[config.mk]
export PLATFORM = sky130hd
export DESIGN_NAME = bp_redirect_ctrl_flat
export DESIGN_NICKNAME = d
export VERILOG_FILES = /design/src/rtl/bp_pkg.sv /design/src/rtl/bp_redirect_ctrl_if.sv /design/src/rtl/bp_pred_queue.sv /design/src/rtl/bp_redirect_ctrl.sv /design/src/flat_wrapper.sv
export SDC_FILE = /design/constraint.sdc
export NUM_CORES = 1
export LEC_CHECK = 0
export ABC_AREA = 1
export CAP_MARGIN = 40
export CORE_AREA = 3 3 274 168
export CTS_CLUSTER_DIAMETER = 30
export DETAILED_ROUTE_END_ITERATION = 6
export DIE_AREA = 0 0 277 171
export SLEW_MARGIN = 20
export SYNTH_ARGS = -nofsm -noshare
export SYNTH_HDL_FRONTEND = slang
export SYNTH_SLANG_ARGS = --single-unit
[constraint.sdc]
create_clock -name clock -period 5.9 [get_ports clock]
set_input_delay 0.885 -clock clock [delete_from_list [all_inputs] [get_ports clock]]
set_output_delay 0.885 -clock clock [all_outputs]
set_load 0.02 [all_outputs]
[src/rtl/bp_pkg.sv]
// Types shared by the branch-predictor redirect controller: next-PC select
// encodings, controller FSM states and the in-flight prediction record.
package bp_pkg;

  typedef enum logic [1:0] {
    SEL_SEQ    = 2'b00,
    SEL_BRANCH = 2'b01,
    SEL_JAL    = 2'b10,
    SEL_JALR   = 2'b11
  } next_pc_sel_e;

  typedef enum logic [1:0] {
    RUN      = 2'b00,
    REDIRECT = 2'b01,
    DRAIN    = 2'b10
  } bp_state_e;

  // Queue records are sized for the widest supported PC (ADDRESS_BITS <= 32);
  // narrower PCs are zero-extended, so unused upper bits are constant zero.
  localparam int unsigned PC_MAX_BITS = 32;
  typedef logic [PC_MAX_BITS-1:0] pc_max_t;

  typedef struct packed {
    pc_max_t pc;
    logic    predict_taken;
    pc_max_t predicted_address;
  } pred_entry_t;

endpackage

[src/rtl/bp_redirect_ctrl_if.sv]
// Fetch-side and EX/MEM-side signals of the redirect controller. The pipeline
// drives through the master modport; the controller attaches as slave.
interface bp_redirect_ctrl_if #(
  parameter int unsigned ADDRESS_BITS = 20
);

  logic                    if_fire;
  logic [ADDRESS_BITS-1:0] if_inst_PC;
  logic                    predict_taken;
  logic [ADDRESS_BITS-1:0] predicted_address;

  logic                    exmem_valid;
  logic [ADDRESS_BITS-1:0] exmem_inst_PC;
  logic [1:0]              exmem_next_PC_sel;
  logic                    exmem_ALU_branch;
  logic [ADDRESS_BITS-1:0] exmem_branch_target;
  logic [ADDRESS_BITS-1:0] exmem_JAL_target;
  logic [ADDRESS_BITS-1:0] exmem_JALR_target;

  logic                    fetch_hold;
  logic                    redirect_valid;
  logic [ADDRESS_BITS-1:0] redirect_PC;
  logic                    flush_ifid;
  logic                    flush_idex;

  modport master (
    output if_fire, if_inst_PC, predict_taken, predicted_address,
    output exmem_valid, exmem_inst_PC, exmem_next_PC_sel, exmem_ALU_branch,
    output exmem_branch_target, exmem_JAL_target, exmem_JALR_target,
    input  fetch_hold, redirect_valid, redirect_PC, flush_ifid, flush_idex
  );

  modport slave (
    input  if_fire, if_inst_PC, predict_taken, predicted_address,
    input  exmem_valid, exmem_inst_PC, exmem_next_PC_sel, exmem_ALU_branch,
    input  exmem_branch_target, exmem_JAL_target, exmem_JALR_target,
    output fetch_hold, redirect_valid, redirect_PC, flush_ifid, flush_idex
  );

endinterface

[src/rtl/bp_pred_queue.sv]
// Circular FIFO of in-flight predictions with a synchronous clear. A push is
// accepted when not full, or when full and a pop frees a slot in the same cycle.
module bp_pred_queue
  import bp_pkg::*;
#(
  parameter int unsigned DEPTH = 4
) (
  input  logic        clock,
  input  logic        reset,
  input  logic        clear_i,
  input  logic        push_i,
  input  logic        pop_i,
  input  pred_entry_t push_data_i,
  output pred_entry_t head_o,
  output logic        full_o,
  output logic        empty_o
);

  localparam int unsigned PTR_W = $clog2(DEPTH);

  logic [PTR_W-1:0] rd_ptr_q, rd_ptr_d;
  logic [PTR_W-1:0] wr_ptr_q, wr_ptr_d;
  logic [PTR_W:0]   count_q, count_d;
  pred_entry_t      mem_q [DEPTH];
  logic             do_push, do_pop;

  assign full_o  = (count_q == (PTR_W+1)'(DEPTH));
  assign empty_o = (count_q == '0);
  assign head_o  = mem_q[rd_ptr_q];
  assign do_pop  = pop_i && !empty_o;
  assign do_push = push_i && (!full_o || do_pop);

  always_comb begin
    // NOTE: every variable gets a default first, so no path leaves one unassigned and no latch is inferred.
    rd_ptr_d = rd_ptr_q;
    wr_ptr_d = wr_ptr_q;
    count_d  = count_q;
    if (clear_i) begin
      rd_ptr_d = '0;
      wr_ptr_d = '0;
      count_d  = '0;
    end else begin
      // DEPTH is a power of two, so pointer overflow is the wrap.
      if (do_push) wr_ptr_d = wr_ptr_q + PTR_W'(1);
      if (do_pop)  rd_ptr_d = rd_ptr_q + PTR_W'(1);
      count_d = count_q + (PTR_W+1)'(do_push) - (PTR_W+1)'(do_pop);
    end
  end

  always_ff @(posedge clock) begin
    // NOTE: sequential state uses non-blocking assignments so every register samples pre-edge values.
    if (reset) begin
      rd_ptr_q <= '0;
      wr_ptr_q <= '0;
      count_q  <= '0;
    end else begin
      rd_ptr_q <= rd_ptr_d;
      wr_ptr_q <= wr_ptr_d;
      count_q  <= count_d;
    end
  end

  always_ff @(posedge clock) begin
    // NOTE: the storage array is deliberately not reset; count/pointers alone define which entries are valid.
    if (do_push && !clear_i) mem_q[wr_ptr_q] <= push_data_i;
  end

endmodule

[src/rtl/bp_redirect_ctrl.sv]
// Checks each retiring prediction against the resolved next PC; on a mismatch
// issues a one-cycle redirect with flushes, drains wrong-path work, keeps stats.
module bp_redirect_ctrl
  import bp_pkg::*;
#(
  parameter int unsigned ADDRESS_BITS   = 20,
  parameter int unsigned INFLIGHT_DEPTH = 4,
  parameter int unsigned DRAIN_CYCLES   = 2,
  parameter int unsigned CNT_WIDTH      = 32
) (
  input  logic                 clock,
  input  logic                 reset,
  bp_redirect_ctrl_if.slave    bus,
  output logic                 sync_error,
  output logic [CNT_WIDTH-1:0] branch_count,
  output logic [CNT_WIDTH-1:0] mispredict_count
);

  localparam int unsigned DRAIN_W = (DRAIN_CYCLES > 1) ? $clog2(DRAIN_CYCLES) : 1;

  bp_state_e               state_q, state_d;
  logic [DRAIN_W-1:0]      drain_q, drain_d;
  logic [ADDRESS_BITS-1:0] redirect_pc_q, redirect_pc_d;
  logic                    sync_error_q, sync_error_d;
  logic [CNT_WIDTH-1:0]    branch_cnt_q, branch_cnt_d;
  logic [CNT_WIDTH-1:0]    mispred_cnt_q, mispred_cnt_d;

  pred_entry_t             push_entry, head;
  logic                    q_full, q_empty, q_push, q_pop, q_clear;
  logic [ADDRESS_BITS-1:0] seq_pc, actual_pc;
  logic                    check, pc_mismatch, addr_mismatch, mispredict, sync_hit;
  logic                    unused_taken;

  assign push_entry.pc                = pc_max_t'(bus.if_inst_PC);
  assign push_entry.predict_taken     = bus.predict_taken;
  assign push_entry.predicted_address = pc_max_t'(bus.predicted_address);

  // Fetch continues through DRAIN so the redirected path can enter the queue.
  assign q_push  = bus.if_fire && (state_q != REDIRECT);
  assign q_clear = (state_q == REDIRECT);

  bp_pred_queue #(
    .DEPTH (INFLIGHT_DEPTH)
  ) u_queue (
    .clock       (clock),
    .reset       (reset),
    .clear_i     (q_clear),
    .push_i      (q_push),
    .pop_i       (q_pop),
    .push_data_i (push_entry),
    .head_o      (head),
    .full_o      (q_full),
    .empty_o     (q_empty)
  );

  // The address comparison already captures direction; the taken bit is kept for debug.
  assign unused_taken = head.predict_taken;

  always_comb begin
    seq_pc    = bus.exmem_inst_PC + ADDRESS_BITS'(4);
    actual_pc = seq_pc;
    case (next_pc_sel_e'(bus.exmem_next_PC_sel))
      SEL_SEQ:    actual_pc = seq_pc;
      SEL_BRANCH: actual_pc = bus.exmem_ALU_branch ? bus.exmem_branch_target : seq_pc;
      SEL_JAL:    actual_pc = bus.exmem_JAL_target;
      SEL_JALR:   actual_pc = bus.exmem_JALR_target;
      default:    actual_pc = seq_pc;
    endcase
  end

  // Wrong-path instructions reaching EX/MEM outside RUN are neither popped nor compared.
  assign check         = bus.exmem_valid && (state_q == RUN);
  assign q_pop         = check && !q_empty;
  assign pc_mismatch   = head.pc != pc_max_t'(bus.exmem_inst_PC);
  assign addr_mismatch = head.predicted_address != pc_max_t'(actual_pc);
  assign mispredict    = check && (q_empty || pc_mismatch || addr_mismatch);
  assign sync_hit      = check && (q_empty || pc_mismatch);

  always_comb begin
    state_d       = state_q;
    drain_d       = drain_q;
    redirect_pc_d = redirect_pc_q;
    case (state_q)
      RUN: begin
        if (mispredict) begin
          state_d       = REDIRECT;
          redirect_pc_d = actual_pc;
        end
      end
      REDIRECT: begin
        state_d = DRAIN;
        drain_d = DRAIN_W'(DRAIN_CYCLES - 1);
      end
      DRAIN: begin
        if (drain_q == '0) state_d = RUN;
        else               drain_d = drain_q - DRAIN_W'(1);
      end
      default: state_d = RUN;
    endcase
  end

  always_comb begin
    sync_error_d  = sync_error_q | sync_hit;
    branch_cnt_d  = branch_cnt_q;
    mispred_cnt_d = mispred_cnt_q;
    if (q_pop && (bus.exmem_next_PC_sel != SEL_SEQ) && !(&branch_cnt_q))
      branch_cnt_d = branch_cnt_q + CNT_WIDTH'(1);
    if (mispredict && !(&mispred_cnt_q))
      mispred_cnt_d = mispred_cnt_q + CNT_WIDTH'(1);
  end

  always_ff @(posedge clock) begin
    if (reset) begin
      state_q       <= RUN;
      drain_q       <= '0;
      redirect_pc_q <= '0;
      sync_error_q  <= 1'b0;
      branch_cnt_q  <= '0;
      mispred_cnt_q <= '0;
    end else begin
      state_q       <= state_d;
      drain_q       <= drain_d;
      redirect_pc_q <= redirect_pc_d;
      sync_error_q  <= sync_error_d;
      branch_cnt_q  <= branch_cnt_d;
      mispred_cnt_q <= mispred_cnt_d;
    end
  end

  assign bus.fetch_hold     = q_full || (state_q == REDIRECT);
  assign bus.redirect_valid = (state_q == REDIRECT);
  assign bus.redirect_PC    = redirect_pc_q;
  assign bus.flush_ifid     = (state_q == REDIRECT);
  assign bus.flush_idex     = (state_q == REDIRECT);
  assign sync_error         = sync_error_q;
  assign branch_count       = branch_cnt_q;
  assign mispredict_count   = mispred_cnt_q;

endmodule
[src/flat_wrapper.sv]
// flat-port wrapper written by rule: the top's interface ports become plain ports
module bp_redirect_ctrl_flat import bp_pkg::*;
#(
  parameter int unsigned ADDRESS_BITS   = 20,
  parameter int unsigned INFLIGHT_DEPTH = 4,
  parameter int unsigned DRAIN_CYCLES   = 2,
  parameter int unsigned CNT_WIDTH      = 32
)
  (clock, reset, sync_error, branch_count, mispredict_count, bus_if_fire, bus_if_inst_PC, bus_predict_taken, bus_predicted_address, bus_exmem_valid, bus_exmem_inst_PC, bus_exmem_next_PC_sel, bus_exmem_ALU_branch, bus_exmem_branch_target, bus_exmem_JAL_target, bus_exmem_JALR_target, bus_fetch_hold, bus_redirect_valid, bus_redirect_PC, bus_flush_ifid, bus_flush_idex);
  bp_redirect_ctrl_if #(.ADDRESS_BITS(ADDRESS_BITS)) bus_i ();
  input  logic clock;
  input  logic reset;
  output logic sync_error;
  output logic [CNT_WIDTH-1:0] branch_count;
  output logic [CNT_WIDTH-1:0] mispredict_count;
  input wire logic [$bits(bus_i.if_fire)-1:0] bus_if_fire;
  input wire logic [$bits(bus_i.if_inst_PC)-1:0] bus_if_inst_PC;
  input wire logic [$bits(bus_i.predict_taken)-1:0] bus_predict_taken;
  input wire logic [$bits(bus_i.predicted_address)-1:0] bus_predicted_address;
  input wire logic [$bits(bus_i.exmem_valid)-1:0] bus_exmem_valid;
  input wire logic [$bits(bus_i.exmem_inst_PC)-1:0] bus_exmem_inst_PC;
  input wire logic [$bits(bus_i.exmem_next_PC_sel)-1:0] bus_exmem_next_PC_sel;
  input wire logic [$bits(bus_i.exmem_ALU_branch)-1:0] bus_exmem_ALU_branch;
  input wire logic [$bits(bus_i.exmem_branch_target)-1:0] bus_exmem_branch_target;
  input wire logic [$bits(bus_i.exmem_JAL_target)-1:0] bus_exmem_JAL_target;
  input wire logic [$bits(bus_i.exmem_JALR_target)-1:0] bus_exmem_JALR_target;
  output wire logic [$bits(bus_i.fetch_hold)-1:0] bus_fetch_hold;
  output wire logic [$bits(bus_i.redirect_valid)-1:0] bus_redirect_valid;
  output wire logic [$bits(bus_i.redirect_PC)-1:0] bus_redirect_PC;
  output wire logic [$bits(bus_i.flush_ifid)-1:0] bus_flush_ifid;
  output wire logic [$bits(bus_i.flush_idex)-1:0] bus_flush_idex;
  assign bus_i.if_fire = bus_if_fire;
  assign bus_i.if_inst_PC = bus_if_inst_PC;
  assign bus_i.predict_taken = bus_predict_taken;
  assign bus_i.predicted_address = bus_predicted_address;
  assign bus_i.exmem_valid = bus_exmem_valid;
  assign bus_i.exmem_inst_PC = bus_exmem_inst_PC;
  assign bus_i.exmem_next_PC_sel = bus_exmem_next_PC_sel;
  assign bus_i.exmem_ALU_branch = bus_exmem_ALU_branch;
  assign bus_i.exmem_branch_target = bus_exmem_branch_target;
  assign bus_i.exmem_JAL_target = bus_exmem_JAL_target;
  assign bus_i.exmem_JALR_target = bus_exmem_JALR_target;
  assign bus_fetch_hold = bus_i.fetch_hold;
  assign bus_redirect_valid = bus_i.redirect_valid;
  assign bus_redirect_PC = bus_i.redirect_PC;
  assign bus_flush_ifid = bus_i.flush_ifid;
  assign bus_flush_idex = bus_i.flush_idex;
  bp_redirect_ctrl #(.ADDRESS_BITS(ADDRESS_BITS), .INFLIGHT_DEPTH(INFLIGHT_DEPTH), .DRAIN_CYCLES(DRAIN_CYCLES), .CNT_WIDTH(CNT_WIDTH)) u_core (.clock(clock), .reset(reset), .bus(bus_i), .sync_error(sync_error), .branch_count(branch_count), .mispredict_count(mispredict_count));
endmodule
After elaboration in Yosys (flattened, before gate mapping) --
Memories as Yosys holds them, arrays and structs flattened. A register that Yosys moved wholly into a read port is not among the register bits. Index checks and enable logic that the tools add are counted.
Storage, ports and cells: output and inout bits 89, word-level logic and storage cells 71, input port bits 128, memories 1, RAM bits 164, register bits after elaboration 95
Cells by class: equal/unequal tests 11, muxes and demuxes 11, reductions and logical operators 30, bitwise logic cells 1, $add $sub $neg 8
Memory list:
- u_core.u_queue.mem_q | depth 4, width 41, read ports 1, clocked after Yosys merged registers in 1, write ports 1, RTL line bp_pred_queue.sv:24 | pred_entry_t mem_q [DEPTH];
Operators with widths (number):
- $pmux 20 s4 | 1
- $add 32x1->32 const B | 2
- $ne 32x20->1 | 2
- $reduce_and 32->1 | 2
- $add 20x3->20 const B | 1
- $mux 20 | 1
- $logic_and 1x1->1 | 11
- $mux 2 | 4
- $eq 2x2->1 const B | 3
- $pmux 2 s3 | 1
- $logic_not 1->1 | 5
- $add 2x1->2 const B | 2
- $eq 2x1->1 const B | 2
- $logic_not 2->1 | 2
- $logic_or 1x1->1 | 4
- $ne 2x1->1 const B | 2
- $reduce_and 2->1 | 2
- $reduce_bool 2->1 | 2
- $add 3x1->3 | 1
- $eq 3x3->1 const B | 1
- $logic_not 3->1 | 1
- $mux 1 | 3
- $sub 3x1->3 | 1
- $ne 2x2->1 const B | 1
- other kinds (4) | 4

Logic depth before layout (Yosys ltp) --
Gate-level depths: netlist of run 1.
word-level depth 9, depth in mapped cells 22, gate-level depth less buffers 21

Cells and area by module --
From an unflattened synthesis of run 1, not the netlist that was laid out.
Second synthesis, totals: cell total of the unflattened synthesis 1850, area total of the unflattened synthesis 17075.1 um^2
Modules (own cells, without submodules):
- bp_pred_queue | sequential area each 7987.7 um^2, instances 1, cells an instance 702, area an instance 10456.3 um^2
- bp_redirect_ctrl | sequential area each 1761.7 um^2, instances 1, cells an instance 1148, area an instance 6618.8 um^2

Worst setup path after synthesis of run 1 --
Ideal clock, no wire load.
path kind input to register, start point input port bus_if_fire, end point memory u_core.u_queue.mem_q[0][0] (netlist bit), enable pin, data required time 5.462 ns, buffers on the path 0, arrival time 2.916 ns, stages 4, setup time 0.438 ns, setup slack 2.546 ns, cell sequence inv_1 nor2_1 nand2_1 nor2_1
On the way: word-level cells in the longest chain between the ends 5
Ends and longest elaborated chain:
- start, declared | RTL line flat_wrapper.sv:16 | input wire logic [$bits(bus_i.if_fire)-1:0] bus_if_fire;
- $logic_and 1x1->1 | RTL line bp_redirect_ctrl.sv:39 | assign q_push = bus.if_fire && (state_q != REDIRECT);
- $logic_and 1x1->1 | RTL line bp_pred_queue.sv:31 | assign do_push = push_i && (!full_o || do_pop);
- $logic_and 1x1->1 | RTL line bp_pred_queue.sv:65 | if (do_push && !clear_i) mem_q[wr_ptr_q] <= push_data_i;
- $mux 1 | RTL line bp_pred_queue.sv:65
- $mux 1 (not written as such) | RTL line bp_pred_queue.sv:65
- end, declared | RTL line bp_pred_queue.sv:24
No other way between the ends.

==> results of run 1 <==
## cell usage in the layout (no fill, tap or decap), types with 2 or more instances in the layout
cell type | netlist | layout
clkinv_1 | 0 | 8
clkinv_4 | 0 | 4
nand2_1 | 523 | 523
o21ai_1 | 2 | 2
clkbuf_1 | 29 | 4
nand3b_1 | 6 | 6
clkinvlp_4 | 0 | 5
bufinv_16 | 0 | 7
inv_2 | 4 | 5
nor3b_1 | 5 | 5
xor2_1 | 32 | 32
nor2_2 | 2 | 2
nor2_1 | 206 | 202
edfxtp_1 | 160 | 160
a21oi_1 | 72 | 72
o21ai_0 | 68 | 68
a32oi_1 | 6 | 6
inv_8 | 0 | 2
inv_6 | 0 | 4
inv_1 | 139 | 138
o22ai_1 | 9 | 9
xnor2_1 | 9 | 9
ha_1 | 11 | 11
nand4_1 | 47 | 47
buf_4 | 4 | 23
clkinv_2 | 0 | 4
nor4_1 | 11 | 11
o21a_1 | 4 | 4
nor3_1 | 37 | 37
clkbuf_16 | 0 | 50
dfxtp_1 | 97 | 96
clkdlybuf4s50_1 | 0 | 215
a31oi_1 | 2 | 2
nand3_1 | 128 | 128
nor2_4 | 1 | 5
## sequential cells by signal, indices dropped and copies added, names as in the netlist, named ones only
signal,count
u_core.u_queue.mem_q,160
u_core.u_queue.count_q,3
u_core.u_queue.wr_ptr_q,2
u_core.drain_q,1
u_core.mispredict_count,32
u_core.bus.redirect_PC,20
u_core.u_queue.rd_ptr_q,2
u_core.sync_error,1
u_core.state_q,2
u_core.branch_count,32
## per-stage QoR
| stage | setup WS [ns] | hold WS (ns) | cells |
|---|---|---|---|
| finish | 2.22 | 0.482 | 2501 |
| global route | 1.85 | 0.495 | 2501 |
| CTS | 2.23 | 0.478 | 2499 |
| detailed placement | 1.74 | 0.463 | 2408 |
| global placement | 1.76 | 0.456 | 2408 |
| floorplan | 2.55 | 0.461 | 1656 |
## layer usage
metal,GRT usage [%],vias to the layer above
met3,5.47,81
li1,-,5962
met4,5.84,12
met5,0,-
met1,24.8,5569
met2,28.3,393
## kinds of logic (layout without fill, tap and decap cells)
| group | after synthesis | after routing | share of synthesized area, % |
|---|---|---|---|
| other cells | 0 | 1 | 0 |
| buf+inv | 209 | 474 | 6.53 |
| fa+ha+maj | 12 | 12 | 1.21 |
| xor+xnor | 41 | 41 | 2.75 |
| flops | 257 | 257 | 51.6 |
| simple gates | 970 | 970 | 31.1 |
| compound gates | 167 | 167 | 6.84 |
## cell type report
cell class                 instances  share of cell area [%]
antenna                            1                  0.0142
clock buffer                      55                    7.28
multi-input combinational       1190                    31.3
tap                              579                    4.12
inverter                         143                    3.05
sequential                       257                    38.4
timing repair buffer             240                    13.5
clock inverter                    36                    2.43
## worst max-delay path, cell delays in order (launching register included)
cell and delay [ns]:
dfxtp_1 0.29, buf_4 0.28, inv_2 0.62, buf_4 0.35, nand3_1 0.10, nand2_1 0.28, inv_1 0.07, nand2_1 0.07
nand2_1 0.04, nor2_1 0.11, nand3_1 0.14, nor2_1 0.12, nand3_1 0.10, nor2_1 0.13, nand3_2 0.17, nand2_2 0.11
inv_2 0.21, o21ai_0 0.24, nor2_1 0.06
## path summary, 6_finish.rpt
path | cells after the start | to | slack (ns) | startpoint
setup / recovery | 18 | u_core.bus.redirect_PC[10]$_SDFFE_PP0P_ | 2.22 | flip-flop
hold / removal | 2 | u_core.sync_error$_SDFF_PP0_ | 0.48 | u_core.sync_error$_SDFF_PP0_
setup reg to reg | 18 | u_core.bus.redirect_PC[10]$_SDFFE_PP0P_ | 2.22 | flip-flop
hold reg to reg | 2 | u_core.sync_error$_SDFF_PP0_ | 0.48 | u_core.sync_error$_SDFF_PP0_
## power by group
part           internal [mW]  switching [mW]  leakage [nW]
Combinational          0.521            1.02          3.71
Sequential              2.15          0.0786          2.25
Clock                   1.88           0.972         0.819
==> results.txt, run 1 <==
The total of hold buffers inserted after clock tree synthesis is 0. The number of max-slew violations in the final report was 0. After detailed routing, the met2 layer carries 19200 um of wire. The tools report the clock skew as 0.0193 ns. The largest area contributor in the netlist is edfxtp_1. STA classifies the critical path endpoint as a flip-flop. The post-detailed-route via-to-cell ratio works out to 4.80. The routed design uses 3390 um of met3 wire. Path type of the worst min-delay path: reg -> reg. The initial cell density of the core was 30.1%; the routed length per instance was 17.8 um. The class of the most critical setup path is reg -> reg.

The global placer's final weighted congestion was 0.900. Die outline area: 47400 um2. 217 I/O pins were placed.

At the worst endpoint, the required time is 6.33 ns. Cells with a size suffix above 1 make up 6.25% of the layout. Setup violations remaining at the end of the flow were counted as 0.

The count of port buffers added during placement is 215. For this run, the top clock speed supported by timing is 272 MHz. A synthesized cell averages 7.89 um2. Length of routed wiring on met1: 20500 um. The critical path launch point type is a flip-flop. The run gives 6750 um2 as the sequential standard cell area. The logs give 51.6% for the sequential area share after synthesis and 49 for the number of buffers created by CTS.

The ratio of final minimum period to clock period came out at 62.4%. Measured against its own limit, the worst slew margin works out to 49.5%. The completed layout was analyzed and its total power is 6.62 mW. The growth of design area from synthesis to finish works out to 34.6%. The final sum of negative setup slack is 0 ns. Detailed placement ended at an HPWL of 32600 um.

In the final design database the tool counted 2021 nets. In the final layout, the multi-input gates occupy 5500 um2. The number of global-route vias before repair was 11500.

The core region is 43400 um2. For this design, the sink count on the clock tree is 257. Counting the fill cells in the layout gives 4356.

After the first detailed-routing iteration, the DRC count stood at 1098. The area fraction of the dominant cell type after synthesis was 36.8%; the synthesized flop and latch total was 257. In this run the top signal layer used is met5.

Number of max-capacitance violations reported: 0. The dominant cell by count in the synthesized netlist was nand2_1. The number of nets produced by synthesis came out at 1796. Ranked by instance count, the synthesized netlist is headed by nand2_1, nor2_1, edfxtp_1, inv_1, nand3_1.

The run gives 0 as the count of unresolved DRC violations after routing. After global routing the overflow that remains totals 0. The transition time at the pin with the least slew margin is 0.757 ns. For this block, the routed nets add up to 44500 um of wire.

After synthesis, the share of flip-flops with an asynchronous set or reset is 0%. Clock-pin slew was measured on the worst setup and hold paths at 0.05 ns. The first global-routing pass estimated 67600 um of wire. The initial antenna violation count was 7; the insertion delay of the later-clocked pin in the worst-skew pair was 0.55 ns. The pre-antenna-repair detailed-routing pass consisted of 5 iterations.

Setup repair after global routing left no endpoint under its margin. The synthesized netlist contains 38 unique library cells. For this block, the via count after detailed routing is 12000. For the overall routing resource usage, the log shows 18.3%.

TritonCTS built the clock tree. Data on the critical path arrives at its endpoint at 4.12 ns. Floorplan row count: 59.

The H-tree was split into 2 levels. The clock period could shrink to 3.68 ns. The flow ran to the end, and the final reports show no timing, DRC or antenna violations. The cell area after placement was 15900 um2. The run gives 0 as the count of endpoints failing hold in the final timing report. Entering global routing, the biggest net connects 82 pins. The number of synthesized flops with an enable pin came out at 160. The reported leakage power is 6.78 nW. The leading register cell type out of synthesis was edfxtp_1. For this design the ratio of total power to cell area is 376 nW/um2.

The quantity of gates resized following cts was 0. In this run the cell area of the synthesized design comes to 13100 um2. After routing the design area is 17600 um2. In this run the remaining antenna-violating nets after routing total 0.

CTS placed an instance of clkbuf_16 at the clock tree root. Once the clock tree was built, the setup fixing pass inserted 0 buffers. Of all nets on the critical path, the largest fanout is 33. In the synthesized netlist, the number of instances is 1656. Vertical die dimension: 171 um.

The maximum resistive drop on vdd came out at 0.203 mV. Once layout is complete, the utilization of the core stands at 40.5%. During synthesis, Yosys emitted a total of 0 warnings. The chip width is 277 um. No sink is reached through more buffers than the 3 on the longest clock path. After synthesis, the cell types taking the most area are edfxtp_1, nand2_1, dfxtp_1.
No activity file was read; power rests on OpenSTA's default activity.
==> inputs of run 2 (changes only) <==
==> constraint.sdc (replaced) <==
create_clock -name clock -period 3 [get_ports clock]
set_input_delay 0.45 -clock clock [delete_from_list [all_inputs] [get_ports clock]]
set_output_delay 0.45 -clock clock [all_outputs]
set_load 0.02 [all_outputs]
==> results.txt, run 2 (same netlist as run 1, synthesis figures left out) <==
The violation count after the first detailed-route iteration is 966 (was 1098). For the finished layout, the period the worst path requires is 2.79 ns. The logs give 3.49 ns (was 6.33 ns) for the data required time of the critical path and 7.47 nW (was 6.78 nW) for the reported leakage power. For the floorplan row count, the log shows 59 (unchanged). For the final wirelength, the log shows 45200 um (was 44500 um). The I/O pin total is 217 (unchanged), and the total number of vias is 12600 (was 12000). The global placer's final weighted congestion is 0.932 (was 0.900), and the leftover overflow at the end of global routing is 0 (unchanged).

The run gives 0 (unchanged) as the count of unresolved DRC violations after routing. The largest net degree at the start of global routing is 54 (was 82), and the initial cell density of the core is 30.1% (unchanged). The logs give 0 (unchanged) for the count of endpoints failing hold in the final timing report and 2534 (was 2408) for the placed instance count. The number of global-route vias before repair is 11800 (was 11500).

Final number of setup-violating endpoints: 0 (unchanged). Met3 wire length: 3160 um (was 3390 um). The critical path capture point type is a flip-flop (unchanged). The logs give 5 (unchanged) for the detailed-routing iteration count for the pre-antenna-repair pass and 33700 um (was 32600 um) for the post-detailed-placement half-perimeter wirelength. The number of flip-flops in the largest register works out to 160 (unchanged). The maximum fanout along the worst path works out to 12 (was 33). The number of clock sinks was 257 (unchanged); the final sum of negative setup slack was 0 ns (unchanged). The count of port buffers added during placement is 215 (unchanged), and the power consumption is 13.2 mW (was 6.62 mW).

Path type of the worst min-delay path: reg -> reg (unchanged). The run gives 21200 um (was 20500 um) as the length of routed wiring on met1. The tools report the final standard cell count with taps included and fillers excluded as 2633 (was 2501). For the cell area after placement, the log shows 17000 um2 (was 15900 um2). For the maximum resistive drop on vdd, the log shows 0.418 mV (was 0.203 mV).

The routed length per instance is 17.2 um (was 17.8 um). The buffer depth of the longest clock path is 3 (unchanged). The tools report the placeable core area as 43400 um2 (unchanged). The hold path startpoint is u_core.bus.redirect_PC[6]$_SDFFE_PP0P_ (was u_core.sync_error$_SDFF_PP0_). The area occupied by multi-input gates is 5570 um2 (was 5500 um2), and the ratio of final minimum period to clock period is 93.1%. The register with the highest flop count was u_core.u_queue.mem_q (unchanged). The number of fill cells in the layout is 4276 (was 4356).

The run gives 0 (unchanged) as the residual antenna-violating net count after detailed routing. The vertical die dimension came out at 171 um (unchanged). The number of max-capacitance violations reported is 0 (unchanged). The initial antenna violation count is 9 (was 7). The power density of the placed cells came out at 705 nW/um2 (was 376 nW/um2). The most common library cell in the layout ignoring fill and taps is nand2_1 (unchanged). The insertion delay of the later-clocked pin in the worst-skew pair came out at 0.56 ns (was 0.55 ns). The critical path launch point type was an input port (was a flip-flop). The data arrival at the endpoint of the critical path was 3.28 ns (was 4.12 ns); the die outline area was 47400 um2 (unchanged). The post-detailed-route via-to-cell ratio was 4.77 (was 4.80); the sequential standard cell area was 6750 um2 (unchanged). Transition time at the pin with the least slew margin: 0.681 ns (was 0.757 ns). The overall routing resource usage was 18.4% (was 18.3%). Growth of design area from synthesis to finish: 43.7% (was 34.6%).

The post-route cell area was 18800 um2 (was 17600 um2). Timing would allow up to 358 MHz. The clock skew is 0.0235 ns (was 0.0193 ns), and the worst slew margin relative to its limit is 54.2% (was 49.5%). The chip width came out at 277 um (unchanged). Topmost layer with routed signal wires: met5 (unchanged). The count of H-tree levels built during CTS came out at 2 (unchanged). The number of max-slew violations in the final report was 0 (unchanged). The cell chosen for the clock root is clkbuf_16 (unchanged). The critical path starts at bus_exmem_inst_PC[2]. The worst slack on hold paths was 0.473 ns (was 0.482 ns).

The wire length of the first global-routing pass is 67700 um (was 67600 um). The run gives 2151 (was 2021) as the net count reported at finish. Length of routed met2 wiring: 19600 um (was 19200 um). The share of cells above drive strength 1 works out to 12.9% (was 6.25%).

TritonCTS built the clock tree. The flow ran to the end, and the final reports show no timing, DRC or antenna violations. The number of buffers created by CTS came out at 48 (was 49). Class of the most critical setup path: in -> reg (was reg -> reg).

The clock edge transition at the registers on the reported setup and hold paths is 0.05 ns (about the same). Most frequent cells in the layout: nand2_1, clkdlybuf4s50_1, nor2_1 (unchanged).
-- run 2: timing repair --
action,in CTS,in global routing
hold buffers,0,0
setup endpoints to repair,0,52
resized for setup,0,22
setup buffers,0,4
-- run 2: stage by stage --
stage | util, % | setup WS, ns
after detailed placement | 39.1 | -0.426
after floorplan | - | -0.173
after CTS | 42.8 | 0.127
after global placement | 39.1 | -0.389
after global routing | 43.3 | -0.0166
final | 43.3 | 0.208
-- run 2: power by group --
part | total, mW | leakage [nW] | switching (mW) | internal (mW)
sequential | 4.37 | 2.25 | 0.155 | 4.22
combinational | 3.50 | 4.43 | 2.12 | 1.37
clock | 5.37 | 0.785 | 1.89 | 3.47
-- run 2: path summary, 6_finish.rpt --
check,slack (ns),to,depth (start not counted)
hold reg to reg,0.47,u_core.bus.redirect_PC[6]$_SDFFE_PP0P_,2
setup reg to reg,0.22,u_core.mispredict_count[24]$_SDFFE_PP0P_,19
setup / recovery,0.21,u_core.mispredict_count[24]$_SDFFE_PP0P_,22
hold / removal,0.47,u_core.bus.redirect_PC[6]$_SDFFE_PP0P_,2
-- run 2: worst max-delay path, cell delays in order --
cell             delay (ns)
clkdlybuf4s50_1        0.53
ha_1                   0.19
nand2_1                0.10
nor2_4                 0.25
buf_4                  0.16
nand2_1                0.04
nand2_1                0.08
a21oi_1                0.09
o22ai_1                0.16
nand2_1                0.10
nand2_1                0.07
nand2_1                0.06
nor2_1                 0.09
nand2_1                0.07
nor2_2                 0.13
nand3_4                0.14
nand2_2                0.12
inv_2                  0.09
buf_12                 0.15
nand3_1                0.06
nand2_1                0.05
nor2_1                 0.10
-- run 2: final cells by class --
type | count | share of cell area (%)
timing repair buffer | 371 | 19.0
multi-input combinational | 1190 | 29.6
antenna | 6 | 0.0799
clock buffer | 57 | 6.73
inverter | 143 | 2.88
sequential | 257 | 35.9
clock inverter | 30 | 1.87
tap | 579 | 3.86
-- run 2: metal layers --
metal | GRT usage [%] | vias to the layer above
li1 | - | 6238
met3 | 4.64 | 77
met1 | 25.4 | 5845
met4 | 6.16 | 8
met2 | 28.3 | 389
met5 | 0.197 | -
